### config.mk
export PLATFORM = sky130hd
export DESIGN_NAME = set_assoc_cache_flat
export DESIGN_NICKNAME = d
export VERILOG_FILES = /design/src/rtl/set_assoc_cache_if.sv /design/src/rtl/set_assoc_cache.sv /design/src/flat_wrapper.sv
export SDC_FILE = /design/constraint.sdc
export NUM_CORES = 1
export LEC_CHECK = 0
export CAP_MARGIN = 20
export CELL_PAD_IN_SITES_DETAIL_PLACEMENT = 1
export CELL_PAD_IN_SITES_GLOBAL_PLACEMENT = 2
export CORE_ASPECT_RATIO = 0.9
export CORE_MARGIN = 2
export CORE_UTILIZATION = 30
export DETAILED_ROUTE_END_ITERATION = 10
export GPL_TIMING_DRIVEN = 0
export PLACE_DENSITY_LB_ADDON = 0.15
export SKIP_CTS_REPAIR_TIMING = 1
export SYNTH_ARGS = -nofsm -noshare
export SYNTH_HDL_FRONTEND = slang
export SYNTH_SLANG_ARGS = --single-unit
### constraint.sdc
create_clock -name clk -period 10.36 [get_ports clk]
set_input_delay 2.59 -clock clk [delete_from_list [all_inputs] [get_ports clk]]
set_output_delay 2.59 -clock clk [all_outputs]
set_load 0.01 [all_outputs]
### src/rtl/set_assoc_cache_if.sv
// Bundle of the CPU data port and the backing-memory req/ack port of the cache.
// The slave modport is the cache's view. The master modport is the CPU-plus-memory environment.
interface set_assoc_cache_if #(
  parameter int ADDR_WIDTH = 10,
  parameter int DATA_WIDTH = 32
);
  logic                  Mem_read;
  logic                  Mem_write;
  logic [ADDR_WIDTH-1:0] Address;
  logic [DATA_WIDTH-1:0] Data_in;
  logic                  Stall;
  logic [DATA_WIDTH-1:0] Data_out;
  logic                  mem_req;
  logic                  mem_we;
  logic [ADDR_WIDTH-1:0] mem_addr;
  logic [DATA_WIDTH-1:0] mem_wdata;
  logic [DATA_WIDTH-1:0] mem_rdata;
  logic                  mem_ack;

  modport slave (
    input  Mem_read, Mem_write, Address, Data_in, mem_rdata, mem_ack,
    output Stall, Data_out, mem_req, mem_we, mem_addr, mem_wdata
  );

  modport master (
    output Mem_read, Mem_write, Address, Data_in, mem_rdata, mem_ack,
    input  Stall, Data_out, mem_req, mem_we, mem_addr, mem_wdata
  );
endinterface

### src/rtl/set_assoc_cache.sv
// N-way set-associative write-back / write-allocate cache with one-word lines.
// Replacement is per-set round-robin. Misses go through a write-back then fill handshake.
module set_assoc_cache #(
  parameter int ADDR_WIDTH = 10,
  parameter int DATA_WIDTH = 32,
  parameter int INDEX_BITS = 3,
  parameter int WAYS       = 2
) (
  input logic              clk,
  input logic              reset,
  set_assoc_cache_if.slave bus
);
  // state     | meaning
  // IDLE      | serve hits; on a miss latch the victim way
  // WRITEBACK | copy the dirty victim back to memory
  // ALLOCATE  | fill the victim from memory at Address
  localparam int SETS     = 2**INDEX_BITS;
  localparam int TAG_BITS = ADDR_WIDTH - INDEX_BITS;
  localparam int WAY_BITS = (WAYS > 1) ? $clog2(WAYS) : 1;

  typedef enum logic [1:0] {IDLE, WRITEBACK, ALLOCATE} state_e;
  typedef logic [WAY_BITS-1:0] way_t;

  state_e                state_q, state_d;
  logic [WAYS-1:0]       valid_q [SETS];
  logic [WAYS-1:0]       valid_d [SETS];
  logic [WAYS-1:0]       dirty_q [SETS];
  logic [WAYS-1:0]       dirty_d [SETS];
  logic [TAG_BITS-1:0]   tag_q   [SETS][WAYS];
  logic [TAG_BITS-1:0]   tag_d   [SETS][WAYS];
  logic [DATA_WIDTH-1:0] data_q  [SETS][WAYS];
  logic [DATA_WIDTH-1:0] data_d  [SETS][WAYS];
  way_t                  ptr_q   [SETS];
  way_t                  ptr_d   [SETS];
  way_t                  victim_q, victim_d;
  logic                  by_ptr_q, by_ptr_d;
  logic [DATA_WIDTH-1:0] rdata_q, rdata_d;

  logic [INDEX_BITS-1:0] idx;
  logic [TAG_BITS-1:0]   tag;
  logic                  req, hit, any_inv;
  way_t                  hit_way, inv_way, miss_victim, ptr_next;

  assign idx = bus.Address[INDEX_BITS-1:0];
  assign tag = bus.Address[ADDR_WIDTH-1:INDEX_BITS];
  assign req = bus.Mem_read | bus.Mem_write;

  // Descending scan so the lowest-numbered invalid way wins.
  always_comb begin : lookup
    hit     = 1'b0;
    hit_way = '0;
    any_inv = 1'b0;
    inv_way = '0;
    for (int w = WAYS - 1; w >= 0; w--) begin
      if (valid_q[idx][WAY_BITS'(w)] && (tag_q[idx][WAY_BITS'(w)] == tag)) begin
        hit     = 1'b1;
        hit_way = WAY_BITS'(w);
      end
      if (!valid_q[idx][WAY_BITS'(w)]) begin
        any_inv = 1'b1;
        inv_way = WAY_BITS'(w);
      end
    end
  end

  assign miss_victim = any_inv ? inv_way : ptr_q[idx];
  assign ptr_next    = (ptr_q[idx] == WAY_BITS'(WAYS - 1)) ? '0 : ptr_q[idx] + WAY_BITS'(1);

  always_ff @(posedge clk) begin : state_reg
    if (reset) state_q <= IDLE;
    else       state_q <= state_d;
  end

  always_comb begin : fsm_next
    state_d = state_q;
    case (state_q)
      IDLE: begin
        if (req && !hit) begin
          if (valid_q[idx][miss_victim] && dirty_q[idx][miss_victim]) state_d = WRITEBACK;
          else                                                        state_d = ALLOCATE;
        end
      end
      WRITEBACK: if (bus.mem_ack) state_d = ALLOCATE;
      ALLOCATE:  if (bus.mem_ack) state_d = IDLE;
      default:   state_d = IDLE;
    endcase
  end

  always_comb begin : fsm_out
    bus.mem_req   = 1'b0;
    bus.mem_we    = 1'b0;
    bus.mem_addr  = '0;
    bus.mem_wdata = '0;
    case (state_q)
      WRITEBACK: begin
        bus.mem_req   = 1'b1;
        bus.mem_we    = 1'b1;
        bus.mem_addr  = {tag_q[idx][victim_q], idx};
        bus.mem_wdata = data_q[idx][victim_q];
      end
      ALLOCATE: begin
        bus.mem_req  = 1'b1;
        bus.mem_addr = bus.Address;
      end
      default: ;
    endcase
  end

  assign bus.Stall    = req & ~((state_q == IDLE) & hit);
  assign bus.Data_out = rdata_q;

  always_comb begin : datapath
    valid_d  = valid_q;
    dirty_d  = dirty_q;
    tag_d    = tag_q;
    data_d   = data_q;
    ptr_d    = ptr_q;
    victim_d = victim_q;
    by_ptr_d = by_ptr_q;
    rdata_d  = rdata_q;
    case (state_q)
      IDLE: begin
        if (req && hit) begin
          if (bus.Mem_write) begin
            data_d[idx][hit_way]  = bus.Data_in;
            dirty_d[idx][hit_way] = 1'b1;
          end else begin
            rdata_d = data_q[idx][hit_way];
          end
        end else if (req) begin
          victim_d = miss_victim;
          by_ptr_d = !any_inv;
        end
      end
      WRITEBACK: if (bus.mem_ack) dirty_d[idx][victim_q] = 1'b0;
      ALLOCATE: begin
        if (bus.mem_ack) begin
          data_d[idx][victim_q]  = bus.mem_rdata;
          tag_d[idx][victim_q]   = tag;
          valid_d[idx][victim_q] = 1'b1;
          dirty_d[idx][victim_q] = 1'b0;
          if (by_ptr_q) ptr_d[idx] = ptr_next;
        end
      end
      default: ;
    endcase
  end

  always_ff @(posedge clk) begin : ctrl_regs
    if (reset) begin
      for (int s = 0; s < SETS; s++) begin
        valid_q[s] <= '0;
        dirty_q[s] <= '0;
        ptr_q[s]   <= '0;
      end
      victim_q <= '0;
      by_ptr_q <= 1'b0;
      rdata_q  <= '0;
    end else begin
      valid_q  <= valid_d;
      dirty_q  <= dirty_d;
      ptr_q    <= ptr_d;
      victim_q <= victim_d;
      by_ptr_q <= by_ptr_d;
      rdata_q  <= rdata_d;
    end
  end

  // Tag and data storage has no reset; lines are qualified by valid.
  always_ff @(posedge clk) begin : array_regs
    if (!reset) begin
      tag_q  <= tag_d;
      data_q <= data_d;
    end
  end
endmodule

### src/flat_wrapper.sv
// flat-port wrapper written by rule: the top's interface ports become plain ports
module set_assoc_cache_flat 
#(
  parameter int ADDR_WIDTH = 10,
  parameter int DATA_WIDTH = 32,
  parameter int INDEX_BITS = 3,
  parameter int WAYS       = 2
)
  (clk, reset, bus_Mem_read, bus_Mem_write, bus_Address, bus_Data_in, bus_mem_rdata, bus_mem_ack, bus_Stall, bus_Data_out, bus_mem_req, bus_mem_we, bus_mem_addr, bus_mem_wdata);
  set_assoc_cache_if #(.ADDR_WIDTH(ADDR_WIDTH), .DATA_WIDTH(DATA_WIDTH)) bus_i ();
  input logic clk;
  input logic reset;
  input wire logic [$bits(bus_i.Mem_read)-1:0] bus_Mem_read;
  input wire logic [$bits(bus_i.Mem_write)-1:0] bus_Mem_write;
  input wire logic [$bits(bus_i.Address)-1:0] bus_Address;
  input wire logic [$bits(bus_i.Data_in)-1:0] bus_Data_in;
  input wire logic [$bits(bus_i.mem_rdata)-1:0] bus_mem_rdata;
  input wire logic [$bits(bus_i.mem_ack)-1:0] bus_mem_ack;
  output wire logic [$bits(bus_i.Stall)-1:0] bus_Stall;
  output wire logic [$bits(bus_i.Data_out)-1:0] bus_Data_out;
  output wire logic [$bits(bus_i.mem_req)-1:0] bus_mem_req;
  output wire logic [$bits(bus_i.mem_we)-1:0] bus_mem_we;
  output wire logic [$bits(bus_i.mem_addr)-1:0] bus_mem_addr;
  output wire logic [$bits(bus_i.mem_wdata)-1:0] bus_mem_wdata;
  assign bus_i.Mem_read = bus_Mem_read;
  assign bus_i.Mem_write = bus_Mem_write;
  assign bus_i.Address = bus_Address;
  assign bus_i.Data_in = bus_Data_in;
  assign bus_i.mem_rdata = bus_mem_rdata;
  assign bus_i.mem_ack = bus_mem_ack;
  assign bus_Stall = bus_i.Stall;
  assign bus_Data_out = bus_i.Data_out;
  assign bus_mem_req = bus_i.mem_req;
  assign bus_mem_we = bus_i.mem_we;
  assign bus_mem_addr = bus_i.mem_addr;
  assign bus_mem_wdata = bus_i.mem_wdata;
  set_assoc_cache #(.ADDR_WIDTH(ADDR_WIDTH), .DATA_WIDTH(DATA_WIDTH), .INDEX_BITS(INDEX_BITS), .WAYS(WAYS)) u_core (.clk(clk), .reset(reset), .bus(bus_i));
endmodule
==> results of run 1 <==
## cells in the final DEF, fill, tap and decap left out, types with 19 or more instances in the layout
cell / instances
edfxtp_1: 312
nor2_1: 299
clkdlybuf4s50_1: 152
a22oi_1: 106
clkbuf_1: 76
mux2i_1: 69
dfxtp_1: 50
clkbuf_16: 43
nor2b_1: 24
and2_1: 23
nand4_1: 19
## cell families (layout without fill, tap and decap cells)
| family | after synthesis | after routing | share of synthesized area (%) |
|---|---|---|---|
| XOR/XNOR | 5 | 5 | 0.285 |
| multiplexers | 84 | 84 | 6.37 |
| other | 0 | 1 | 0 |
| AO/OA/AOI/OAI | 193 | 193 | 9.91 |
| buffers and inverters | 106 | 347 | 3.18 |
| adder cells (fa/ha/maj) | 3 | 3 | 0.244 |
| flip-flops | 362 | 362 | 67.5 |
| AND/OR/NAND/NOR | 435 | 435 | 12.5 |
## worst register-to-register path, stage by stage, from the launching register on
cell	delay [ps]
edfxtp_1	350
mux4_1	530
mux2i_1	230
xor2_1	200
o2111ai_2	320
nor3_2	650
o21ai_2	430
nor2_4	740
buf_16	250
## where the power goes
group / total, mW / internal, mW / switching [mW]
clock: 1.53 / 0.912 / 0.616
sequential: 1.59 / 1.59 / 0.00360
combinational: 0.301 / 0.0978 / 0.203
## per-stage QoR
step | instance area (µm²) | utilization (%) | worst slack [ps]
after floorplan | 15400 | - | 3240
after global placement | 17700 | 35.1 | 630
after detailed placement | 18000 | 35.7 | 637
after CTS | 19400 | 38.4 | 626
after global routing | 19400 | 38.4 | 470
final | 19400 | 38.4 | 626
## routing by layer
metal | share of wire [%] | wire length (µm) | GRT usage (%)
met1 | 47 | 25900 | 28.8
met2 | 46 | 25600 | 33.8
met3 | 4.5 | 2480 | 2.90
met4 | 2.3 | 1270 | 6.07
met5 | 0 | 0 | 0
## area by class of cell
class	instances	area (µm²)
multi-input combinational	720	4580
fill	5409	31100
antenna	1	2.50
clock inverter	23	251
inverter	18	67.6
clock buffer	55	1150
sequential	362	10400
timing repair buffer	163	1740
tap	680	851
buffer	88	422
## sequential cells by signal, indices dropped and copies added, names as in the netlist, named ones only
register and flops:
u_core.data_q 256, u_core.bus.Data_out 32, u_core.tag_q 56, u_core.state_q 2, u_core.valid_q 8
## final timing paths
check | startpoint | endpoint | slack (ps) | depth (start not counted)
setup reg to reg | u_core.tag_q[39]$_DFFE_PP_ | u_core.data_q[355]$_DFFE_PP_ | 6310 | 8
setup / recovery | bus_Address[2] | bus_mem_wdata[7] | 630 | 11
hold / removal | u_core.valid_q[0]$_SDFFE_PP0P_ | u_core.valid_q[0]$_SDFFE_PP0P_ | 480 | 2
hold reg to reg | u_core.valid_q[0]$_SDFFE_PP0P_ | u_core.valid_q[0]$_SDFFE_PP0P_ | 480 | 2
==> summary.md, run 1 <==
| Metric | Value |
|---|---|
| Initial DRC Count | `820` |
| Residual DRC | `0` |
| Detail Route Antenna Nets | `0` |
| Worst EP arrival | `7140 ps` |
| Commonest cells in the netlist | `edfxtp_1, nor2_1, a22oi_1, mux2i_1, clkbuf_1` |
| Mapped Avg Cell Area | `between 10 and 15 µm²` |
| First-pass GRT wire length | `between 70 and 80 mm` |
| Asr flop ratio synth | `0%` |
| H-tree depth | `2` |
| Longest Clk Path Bufs | `3` |
| GPL Wtd Cong | `0.756` |
| WP data required | `7770 ps` |
| Clock Skew | `approximately 21 ps` |
| WL final | `55.2 mm` |
| Initial Utilization | `30.4%` |
| Clock period minus worst slack | `between 9000 and 10000 ps` |
| Total GRT Usage | `20.7%` |
| Placeable core area | `0.0506 mm²` |
| Initial antenna violation count | `1` |
| Reg clk slew, reported paths | `60 ps` |
| Max VDD drop | `0.114 mV` |
| Fmax | `103 MHz` |
| Unique masters post-synth | `56` |
| CTS tree | `built` |
| Share of cells above drive strength 1 | `9.66%` |
| Slew Limit Fails | `0` |
| Pre-Repair DR Iteration Count | `5` |
| Setup TNS | `0 ps` |
| NumNets Final | `1478` |
| Clock Latency Late Sink | `570 ps` |
| Status | `finished, final reports clean` |
| Std cell rows | `78` |
| Flops & latches, synth | `362` |
| Min-Delay Path Class | `flop to flop` |
| Worst setup EP type | `output pin` |
| Vias | `10700` |
| Leakage | `slightly above 6 nW` |
| Post-Synthesis Cells | `1188` |
| Most frequent CP cell | `clkbuf_1` |
| Vias in the first global route | `11100` |
| Area growth, synth to finish | `26.4%` |
| Placed insts | `2031` |
| Cell family with most CP delay | `buffers and inverters` |
| Clk sinks | `362` |
| Register area share after synthesis | `67.5%` |
| Final period utilization | `between 90% and 100%` |
| Crit Path Class | `input port to output pin` |
| Buf/Inv on CP | `6` |
| TritonCTS Buffers | `43` |
| GR Overflow Total | `0` |
| HPWL Detailed | `36.7 mm` |
| IO buf count | `between 150 and 200` |
| Syn Nets | `1270` |
| Crit-path max cell delay | `a little over 900 ps` |
| Max-Cap Viols | `0` |
| Max_slew headroom | `21.2%` |
| Worst Path Max Fanout | `10` |
| Critical Path Slowest Stage Cell | `clkbuf_1` |
| Clock root cell | `clkbuf_16` |
| Post-synth top area cell | `edfxtp_1` |
| Post-Syn Area | `0.0154 mm²` |
| Tot Pwr | `3.42 mW` |
| Die X | `243 µm` |
| Non-Filler Instances | `around 2100` |
| Top-count cell post-synth | `edfxtp_1` |
| Pwr/cell area | `176 mW/mm²` |
| Routed WL per cell | `26.2 µm` |
| Die Span Y | `219 µm` |
| Die footprint | `0.0531 mm²` |
| # setup viols final | `0` |
| Io pins | `roughly 160` |
| Top_reg_cell synth | `edfxtp_1` |
| Final Hold Fails | `0` |
| Crit path cell chain | `clkdlybuf4s50_1, buf_2, clkbuf_1, nand2b_1, nor2_1, clkbuf_1, clkbuf_1, a22oi_1, nand4_1, and2_1, clkdlybuf4s50_1` |
| Synthesis Warnings | `0` |
| Pin slew with the least headroom to its limit | `around 1200 ps` |
| Post-synth EDFFs | `between 300 and 400` |
| Routed vias/inst | `5.06` |
| Post-synth top area share | `~60%` |
| Synth area leaders | `edfxtp_1, nor2_1, dfxtp_1` |
| Worst setup SP type | `input port` |
| RSZ-0062 raised after global routing | `false` |
| Worst hold slack | `476 ps` |
| Largest net degree at the start of global routing | `22` |
(Power assumes the default switching activity.)
==> run 2, diff against run 1 <==
==> constraint.sdc (replaced) <==
create_clock -name clk -period 11.4 [get_ports clk]
set_input_delay 2.85 -clock clk [delete_from_list [all_inputs] [get_ports clk]]
set_output_delay 2.85 -clock clk [all_outputs]
set_load 0.01 [all_outputs]
==> results of run 2 <==
Same layout as run 1 (identical final DEF). Status: finished, final reports clean.
Among the figures that moved: setup slack after placement 637 ps -> 1160 ps; setup slack after layout 626 ps -> 1150 ps; register-to-register setup slack 6310 ps -> 7350 ps; total power 3.42 mW -> 3.11 mW; worst IR drop on VDD 0.114 mV -> 0.104 mV
==> run 3, diff against run 2 <==
==> constraint.sdc (replaced) <==
create_clock -name clk -period 11 [get_ports clk]
set_input_delay 2.75 -clock clk [delete_from_list [all_inputs] [get_ports clk]]
set_output_delay 2.75 -clock clk [all_outputs]
set_load 0.01 [all_outputs]
==> results of run 3 <==
Same layout as run 1 (identical final DEF). Status: finished, final reports clean.
Among the figures that moved: setup slack after placement 637 ps -> 957 ps; setup slack after layout 626 ps -> 946 ps; register-to-register setup slack 6310 ps -> 6950 ps; total power 3.42 mW -> 3.22 mW; worst IR drop on VDD 0.114 mV -> 0.107 mV
